==> config.mk <==
export PLATFORM = sky130hd
export DESIGN_NAME = pingpong_block_bram
export DESIGN_NICKNAME = d
export VERILOG_FILES = /design/src/rtl/pingpong_block_bram.sv
export SDC_FILE = /design/constraint.sdc
export NUM_CORES = 1
export LEC_CHECK = 0
export ABC_AREA = 1
export ABC_CLOCK_PERIOD_IN_PS = 3200
export CAP_MARGIN = 25
export CORE_MARGIN = 5
export CORE_UTILIZATION = 35
export CTS_BUF_LIST = sky130_fd_sc_hd__clkbuf_16
export DETAILED_ROUTE_END_ITERATION = 7
export MAX_ROUTING_LAYER = met4
export PLACE_DENSITY_LB_ADDON = 0.25
export SETUP_SLACK_MARGIN = 0.15
export SYNTH_ARGS = -nofsm -noshare
export SYNTH_HDL_FRONTEND = slang
export SYNTH_SLANG_ARGS = --single-unit
export TNS_END_PERCENT = 50
==> constraint.sdc <==
create_clock -name clk -period 3.2 [get_ports clk]
set_input_delay 0.64 -clock clk [delete_from_list [all_inputs] [get_ports clk]]
set_output_delay 0.64 -clock clk [all_outputs]
set_load 0.05 [all_outputs]
==> src/rtl/pingpong_block_bram.sv <==
// Double-buffered block RAM between the 4x4 residual producer and the CAVLC scanner.
// The writer fills one bank in raster order while the reader drains the other bank in raster or zig-zag order.
module pingpong_block_bram #(
  parameter int WIDTH     = 9,
  parameter int DEPTH     = 16,
  parameter int addrWIDTH = 4,
  parameter bit ZIGZAG    = 1'b1
) (
  input  logic             clk,
  input  logic             rst,
  input  logic             wr_en,
  input  logic [WIDTH-1:0] wr_data,
  output logic             wr_ready,
  output logic             wr_overflow,
  input  logic             rd_en,
  input  logic             zz_mode,
  output logic             blk_avail,
  output logic [1:0]       bank_cnt,
  output logic             rd_valid,
  output logic [WIDTH-1:0] rd_data,
  output logic             rd_last
);

  // Zig-zag scan positions, one nibble per scan index (index 0 in the low nibble).
  localparam logic [63:0] ZZ_TAB = 64'hFEB7_ADC9_6325_8410;

  logic [WIDTH-1:0]     mem [2*DEPTH];
  logic [1:0]           full;
  logic                 wbank;
  logic                 rbank;
  logic [addrWIDTH-1:0] wcnt;
  logic [addrWIDTH-1:0] rcnt;
  logic                 zz_lat;

  logic                 wr_acc;
  logic                 rd_acc;
  logic                 wr_end;
  logic                 rd_end;
  logic                 zz;
  logic [addrWIDTH-1:0] raddr;
  logic [1:0]           full_set;
  logic [1:0]           full_clr;

  function automatic logic [addrWIDTH-1:0] zz_addr(input logic [addrWIDTH-1:0] idx);
    logic [3:0] pos;
    pos = ZZ_TAB[4*int'(idx) +: 4];
    return addrWIDTH'(pos);
  endfunction

  assign wr_ready  = !full[wbank];
  assign blk_avail = full[rbank];
  assign bank_cnt  = {1'b0, full[0]} + {1'b0, full[1]};

  assign wr_acc = wr_en && wr_ready;
  assign rd_acc = rd_en && blk_avail;
  assign wr_end = (wcnt == addrWIDTH'(DEPTH-1));
  assign rd_end = (rcnt == addrWIDTH'(DEPTH-1));

  // Scan order is fixed by zz_mode at the first read of a block.
  assign zz    = (rcnt == '0) ? zz_mode : zz_lat;
  assign raddr = (ZIGZAG && zz) ? zz_addr(rcnt) : rcnt;

  assign full_set = (wr_acc && wr_end) ? (2'b01 << wbank) : 2'b00;
  assign full_clr = (rd_acc && rd_end) ? (2'b01 << rbank) : 2'b00;

  // Write side: bank storage has no reset so it maps onto block RAM.
  always_ff @(posedge clk) begin
    if (wr_acc) mem[{wbank, wcnt}] <= wr_data;
  end

  always_ff @(posedge clk or negedge rst) begin
    if (!rst) begin
      full        <= 2'b00;
      wbank       <= 1'b0;
      wcnt        <= '0;
      wr_overflow <= 1'b0;
    end else begin
      full <= (full | full_set) & ~full_clr;
      if (wr_acc) begin
        wcnt <= wr_end ? '0 : wcnt + 1'b1;
        if (wr_end) wbank <= ~wbank;
      end else if (wr_en) begin
        wr_overflow <= 1'b1;
      end
    end
  end

  // Read side: one-cycle registered output.
  always_ff @(posedge clk or negedge rst) begin
    if (!rst) begin
      rbank    <= 1'b0;
      rcnt     <= '0;
      zz_lat   <= 1'b0;
      rd_valid <= 1'b0;
      rd_last  <= 1'b0;
      rd_data  <= '0;
    end else begin
      rd_valid <= rd_acc;
      rd_last  <= rd_acc && rd_end;
      if (rd_acc) begin
        rd_data <= mem[{rbank, raddr}];
        if (rcnt == '0) zz_lat <= zz_mode;
        rcnt <= rd_end ? '0 : rcnt + 1'b1;
        if (rd_end) rbank <= ~rbank;
      end
    end
  end

endmodule
# == Word-level counts from Yosys, hierarchy flattened ==
# Memory sizes are Yosys's and may differ from the RTL's. A register that Yosys moved wholly into a read port is not among the register bits.
# Cells that the tools add are included.
# word_totals
register_bits,16
latch_bits,0
ram_bits,288
mem_bits_ro,0
inputBits,14
output_inout_bits,16
word_cells,48
memories,1
# mem_list
memory,words,width,rd,rd_ports_with_merged_regs,write_ports,line_no,source
mem,32,9,1,1,1,27,logic [WIDTH-1:0] mem [2*DEPTH];
# op_classes
add_sub_neg,3
n_mul,0
n_div,0
order_cmp,2
eq_ne,2
n_shift,3
muxes,12
n_bitwise,6
reduce_logical,10
# ops
cell,n
$shiftx A64 B7 Y4 const A,1
$mux W4,3
$add A4 B1 Y4 const B,2
$eq A4 B4 Y1 const B,2
$mux W1,7
$reduce_and A2 Y1,3
$logic_and A1 B1 Y1,4
$logic_not A4 Y1,1
$lt A1 B2 Y1 const B,2
$mux W2,2
$shl A1 B1 Y2 const A,2
$not A1 Y1,3
$add A1 B1 Y2,1
$and A2 B2 Y2,1
$logic_not A1 Y1,2
$not A2 Y2,1
$or A2 B2 Y2,1

# == Longest topological paths before layout ==
# Gate-level depths: netlist of the first run.
# logic_depth
ltp_word,8
depth_mapped,17
depth_no_buf,16

# == Worst setup path after synthesis of the first run ==
# Ideal clock, no wire load.
# synth_path
path_kind,reg2reg
startpoint,reg wbank
endpoint,mem mem[10][0] (enable)
setup_time_ns,0.374
arrival_ns,2.055
required_ns,2.826
slack_ns,0.771
path_stages_with_launch,8
n_path_buf,1
period_less_slack_ns,2.429
path_cell_list,dfrtp_1 clkbuf_1 o21ai_0 inv_1 nand2_1 inv_1 nand2_1 nor2_1
# synth_between
elab_chain_len,6
# synth_rtl
element,line_no,source
start: declaration,29,logic wbank;
start signal: assignment,81,if (wr_end) wbank <= ~wbank;
$mux W1 (not written as such) (2 in series),50,assign wr_ready = !full[wbank];
$logic_not A1 Y1,50,
via wr_ready,13,"output logic wr_ready,"
$logic_and A1 B1 Y1,54,assign wr_acc = wr_en && wr_ready;
$mux W1,68,"if (wr_acc) mem[{wbank, wcnt}] <= wr_data;"
$mux W1 (not written as such),68,
end: declaration,27,
# The timed path passes the listed nets, and every way through them passes these cells. The select of a mux whose other input is x is not followed.

# == Final worst setup path of the first run ==
# layout_path
startpoint,reg rbank
endpoint,out blk_avail
# layout_between
elab_chain_len,2
# layout_rtl
element,line_no,source
start: declaration,30,logic rbank;
start signal: assignment,104,if (rd_end) rbank <= ~rbank;
$mux W1 (not written as such) (2 in series),51,assign blk_avail = full[rbank];
end: declaration,17,"output logic blk_avail,"
# No other way between the ends. The select of a mux whose other input is x is not followed.

==> results of run 1 <==
routing by layer:
metal | GRT usage | vias up | wire length [um]
li1 | - | 4702 | -
met1 | 0.2456 | 4698 | 17130
met2 | 0.2721 | 328 | 17650
met3 | 0.02926 | 53 | 2568
met4 | 0.04471 | 0 | 815
met5 | - | - | 0
what timing repair did:
action,CTS,global route
gates cloned,0,1
gates resized for setup,1,8
hold buffers,0,0
hold endpoints to repair,0,0
setup endpoints to repair,2,9
area by class of cell:
class	count	area share
clock buffers	37	0.05599
clock inverters	28	0.01112
inverters	295	0.06696
multi-input cells	729	0.2081
flip-flops and latches	313	0.5610
well taps	525	0.03972
repair buffers	98	0.05712
worst min path at each step:
stage / start / to / slack, ps / cells past startpoint
after floorplan: rst / full[0]$_DFF_PN0_ / 340 / 0
after global placement: wr_overflow$_DFFE_PN0P_ / wr_overflow$_DFFE_PN0P_ / 440 / 1
after detailed placement: wr_overflow$_DFFE_PN0P_ / wr_overflow$_DFFE_PN0P_ / 450 / 1
after CTS: wr_overflow$_DFFE_PN0P_ / wr_overflow$_DFFE_PN0P_ / 460 / 1
after global routing: wr_overflow$_DFFE_PN0P_ / wr_overflow$_DFFE_PN0P_ / 480 / 1
final: wr_overflow$_DFFE_PN0P_ / wr_overflow$_DFFE_PN0P_ / 460 / 1
metrics by stage:
step	utilization	setup WS, ps	std cells
after floorplan	-	771.2	1398
after global placement	0.3850	144.3	1959
after detailed placement	0.3850	133.2	1959
after CTS	0.4129	149.5	2024
after global routing	0.4143	183.3	2025
final	0.4143	331.7	2025
worst max-delay path, cell delays in order (launching register included):
cell             delay (ps)
dfrtp_2                 560
inv_1                   130
nand2_1                  70
o21ai_0                  70
inv_1                    70
clkdlybuf4s50_1         800
kinds of logic after synthesis:
| group | count (synthesis) |
|---|---|
| and+or+nand+nor | 691 |
| adders and majority gates | 13 |
| xor gates and xnor gates | 2 |
| AOI/OAI and AO/OA | 23 |
| DFF | 313 |
| buffers and inverters | 356 |
cells in the final DEF (no fill, tap or decap):
cell type / instances
nand3_1: 335
o21ai_1: 1
a21o_1: 1
nand2_4: 3
edfxtp_1: 288
nand2_8: 1
nor2_1: 41
clkdlybuf4s50_1: 29
dfrtp_2: 3
ha_2: 1
nand2_2: 1
o21ai_0: 13
a21oi_1: 4
buf_16: 1
o21ai_2: 1
nor3b_1: 1
nand3_2: 2
buf_6: 3
bufinv_16: 2
buf_12: 7
nand2_1: 298
inv_6: 2
buf_4: 57
nand3_4: 2
nor2_4: 1
dfrtp_1: 22
xor2_1: 2
clkinv_1: 8
inv_1: 298
inv_2: 4
nor3_1: 6
ha_1: 12
o21ai_4: 2
clkinv_2: 7
clkinvlp_4: 2
clkbuf_16: 38
a31oi_1: 1
synthesized netlist by cell type, drive strengths merged:
library cell and number:
clkbuf 13, nor3 6, xor2 2, a31oi 1
a21o 1, ha 13, clkinv 1, nand2 303
nor2 42, buf 48, o21ai 17, nor3b 1
dfrtp 25, a21oi 4, nand3 339, edfxtp 288
inv 294
flip-flops by register name, indices dropped and copies added, names as in the netlist, 2 cells and up:
name / flops
rd_data: 9
wcnt: 4
rcnt: 4
full: 2
mem: 288
==> metrics, run 1 <==
largest net degree at the start of global routing=67; total number of vias=9,781; WP data arrival=2230 ps; # setup viols final=0; WL/cell=18.85 um; Worst-Skew Late Latency=520 ps; Post-Synthesis Cell Area=14,160 um2; startpoint types=register; worst min path class=register to register; CP endpoint=blk_avail; Initial Util=0.3548; Synth Area in Adders=0.01149; top-area cell type share of the netlist area=0.6108; register area share after synthesis=0.6549; WHS=458.3 ps; Port Buffers=29; Post-Route Setup TNS=0 ps; remaining antenna violation count=0; Synth Area per Inst=10.13 um2; Filler cells=3,810; Slew HR=0.5665; fin crit period=2868 ps; hpwl dp=23.66 mm; r2r endpoint=rd_data[1]$_DFFE_PN0P_; die area=44,580 um2; drt pass-1 iters=6; xor and xnor area share after synthesis=0.001237; Crit Path Max Fanout=12; Core Area=39,910 um2; drt via density=4.830; share of layout cells above drive strength 1=0.09333; initial drt markers=1,108; Worst Path Required=2560 ps; Layout area overhead=16.79%; yosys warns=0; Detailed Route WL=38.17 mm; Fin. Hold Viols=0; Critical Path Start=rbank$_DFFE_PN0P_; total grt overflow=0; Synth Net Count=1,425; post-synth cell types=29; post-synthesis mux area share=0; row cnt=73; clk buf depth=3; status=finished, final reports clean; initial antenna violation count=0; RR Startpoint=rcnt[0]$_DFFE_PN0P_; Die Ht=211.1 um; period utilization=0.8964; TritonCTS clock tree=done; I/O pin count=30; Final Skew=17.30 ps; Residual DRC=0; Root Driver=clkbuf_16; register area=9278 um2; footprint of the multi-input gates=3441 um2; Final nets=1,500; CP endpoint kind=output pin; Area after DPL=15,370 um2; number of CTS-inserted buffers=36; measured slew at the worst slew-check pin=648.7 ps; max-slew violation count=0; worst-case reg-to-reg path depth=15; critical path class=register to output pin; setup bufs post-CTS=0; Synth area leaders=edfxtp_1 61%, nand3_1 12%, nand2_1 7.9%; Synth Area in Simple Gates=0.2192; vias in the first global route=9,491; H-tree Lvls=2; first-pass GRT wire length=58.96 mm; Antenna diodes=0; Max-Cap Viols=0; Worst-path clk slew=60 ps; Compound-Gate Fraction of Synth Area=0.01025; RSZ-0062 raised after global routing=false; Synth area leader=edfxtp_1; largest family of logic cells by synthesized area=simple AND/OR/NAND/NOR gates; Die X=211.1 um; final instance area=16,540 um2; Max Clock Freq=348.6 MHz; RD Place Congestion=0.8601; clock sink total=313; Post-Synthesis Cells=1,398; Synth Register Bits=313; R2R setup slack=360 ps; total track usage=0.1766
Power of run 1 is left out: the tool's default activity adds up to more than one toggle a clock period on the data nets, which glitch-free logic cannot reach.
==> run 2, diff against run 1 <==
--- a/config.mk
+++ b/config.mk
@@ -10,7 +10,7 @@
 export CAP_MARGIN = 25
 export CORE_MARGIN = 5
 export CORE_UTILIZATION = 35
-export CTS_BUF_LIST = sky130_fd_sc_hd__clkbuf_16
+export CTS_CLUSTER_DIAMETER = 60
 export DETAILED_ROUTE_END_ITERATION = 7
 export MAX_ROUTING_LAYER = met4
 export PLACE_DENSITY_LB_ADDON = 0.25
==> metrics, run 2 (synthesis results as in run 1) <==
status=finished, final reports clean; total track usage=0.1765; TritonCTS clock tree=done; hpwl dp=23.66 mm; total number of vias=9,779; most frequent cells in the layout=335 x nand3_1, 298 x nand2_1, 290 x inv_1; Initial Util=0.3548; number of CTS-inserted buffers=36; met3 WL=2.458 mm; max-slew violation count=0; final instance area=16,550 um2; Buffers & Inverters on Critical Path=3; I/O pin count=30; first-pass GRT wire length=58.95 mm; top sig layer=met4; # setup viols final=0; fin crit period=2877 ps; RR Startpoint=rcnt[0]$_DFFE_PN0P_; Met2 Wirelength=17.55 mm; max FFs per register=288; share of layout cells above drive strength 1=0.09400; drt via density=4.829; startpoint types=register; critical path depth=5; Area after DPL=15,370 um2; Antenna diodes=0; Die X=211.1 um; Worst Path Required=2560 ps; critical path's most frequent cell=inv_1; Max Clock Freq=347.5 MHz; Final Instance Count excl. Fillers=2,025; Hold Startpoint=wr_overflow$_DFFE_PN0P_; Core Area=39,910 um2; CP endpoint kind=output pin; Max-Cap Viols=0; Critical Path Start=rbank$_DFFE_PN0P_; RD Place Congestion=0.8601; Final Worst Setup Slack=322.5 ps; initial drt markers=1,040; r2r endpoint=rd_data[6]$_DFFE_PN0P_; Worst Hold End=wr_overflow$_DFFE_PN0P_; Die Ht=211.1 um; Layout area overhead=16.86%; row cnt=73; Residual DRC=0; remaining antenna violation count=0; die area=44,580 um2; cts hold-fix bufs=0; dpl ws=133.2 ps; most common cell after layout, fill and taps aside=nand3_1; most flop-heavy register=mem; WP data arrival=2240 ps; drt pass-1 iters=5; setup bufs post-CTS=0; clock sink total=313; R2R setup slack=360 ps; Port Buffers=29; Fin. Hold Viols=0; Final Skew=18.28 ps; Slew HR=0.5638; Root Driver=clkbuf_16; hold depth=1; critical path class=register to output pin; Detailed Route WL=38.14 mm; Worst-Skew Late Latency=520 ps; vias in the first global route=9,490; Worst-path clk slew=60 ps; largest net degree at the start of global routing=67; H-tree Lvls=2; initial antenna violation count=0; Crit Path Max Fanout=12; max incr delay on CP=800 ps; Routed met1 length=17.22 mm; worst-case reg-to-reg path depth=15; placed cell count=1,959; CP top delay family=buffers and inverters; period utilization=0.8992; Post-Route Setup TNS=0 ps; measured slew at the worst slew-check pin=652.7 ps; largest registers=mem x288, rd_data x9; RSZ-0062 raised after global routing=false; worst min path class=register to register; slowest cell on the critical path=clkdlybuf4s50_1; CP cell instances=inv_1 -> nand2_1 -> o21ai_0 -> inv_1 -> clkdlybuf4s50_1; total grt overflow=0; Final nets=1,500; clk buf depth=3; WL/cell=18.84 um
==> run 2: final cells by class <==
type / count / area (um2)
clock buffer: 46 / 969.7
clock inverter: 19 / 150.1
fill: 3810 / 23370
inverter: 295 / 1107
multi-input combinational: 729 / 3441
sequential: 313 / 9278
tap: 525 / 656.9
timing repair buffer: 98 / 944.7
==> run 2: stage by stage <==
step           hold WS, ps    util
3_3_place_gp         444.5  0.3850
3_5_place_dp         451.3  0.3850
5_1_grt              478.3  0.4146
6_report             458.8  0.4146
4_1_cts              464.3  0.4131
2_1_floorplan        344.4       -
==> run 2: how the worst max path moves through the flow <==
stage,endpoint
2_1_floorplan,mem[10][0]$_DFFE_PP_
3_3_place_gp,rd_data[6]$_DFFE_PN0P_
3_5_place_dp,rd_data[6]$_DFFE_PN0P_
4_1_cts,rd_data[6]$_DFFE_PN0P_
5_1_grt,rd_data[5]$_DFFE_PN0P_
6_report,blk_avail
==> run 2: routing by layer <==
layer / vias up / global-route usage
li1: 4706 / -
met1: 4692 / 0.2458
met2: 322 / 0.2717
met3: 59 / 0.02941
met4: 0 / 0.04449
met5: - / -
==> run 2: what timing repair did <==
action	CTS	global route
gates cloned	0	1
endpoints found under the setup margin	2	9
resized for setup	1	8
pin swaps	0	0
Power of run 2 is left out for the same reason.
==> run 3, diff against run 2 <==
--- a/config.mk
+++ b/config.mk
@@ -15,6 +15,7 @@
 export MAX_ROUTING_LAYER = met4
 export PLACE_DENSITY_LB_ADDON = 0.25
 export SETUP_SLACK_MARGIN = 0.15
+export SLEW_MARGIN = 20
 export SYNTH_ARGS = -nofsm -noshare
 export SYNTH_HDL_FRONTEND = slang
 export SYNTH_SLANG_ARGS = --single-unit
==> results of run 3 <==
Same layout as run 2: the final DEF is identical, and so are final timing and power.
Power of run 3 is left out for the same reason.
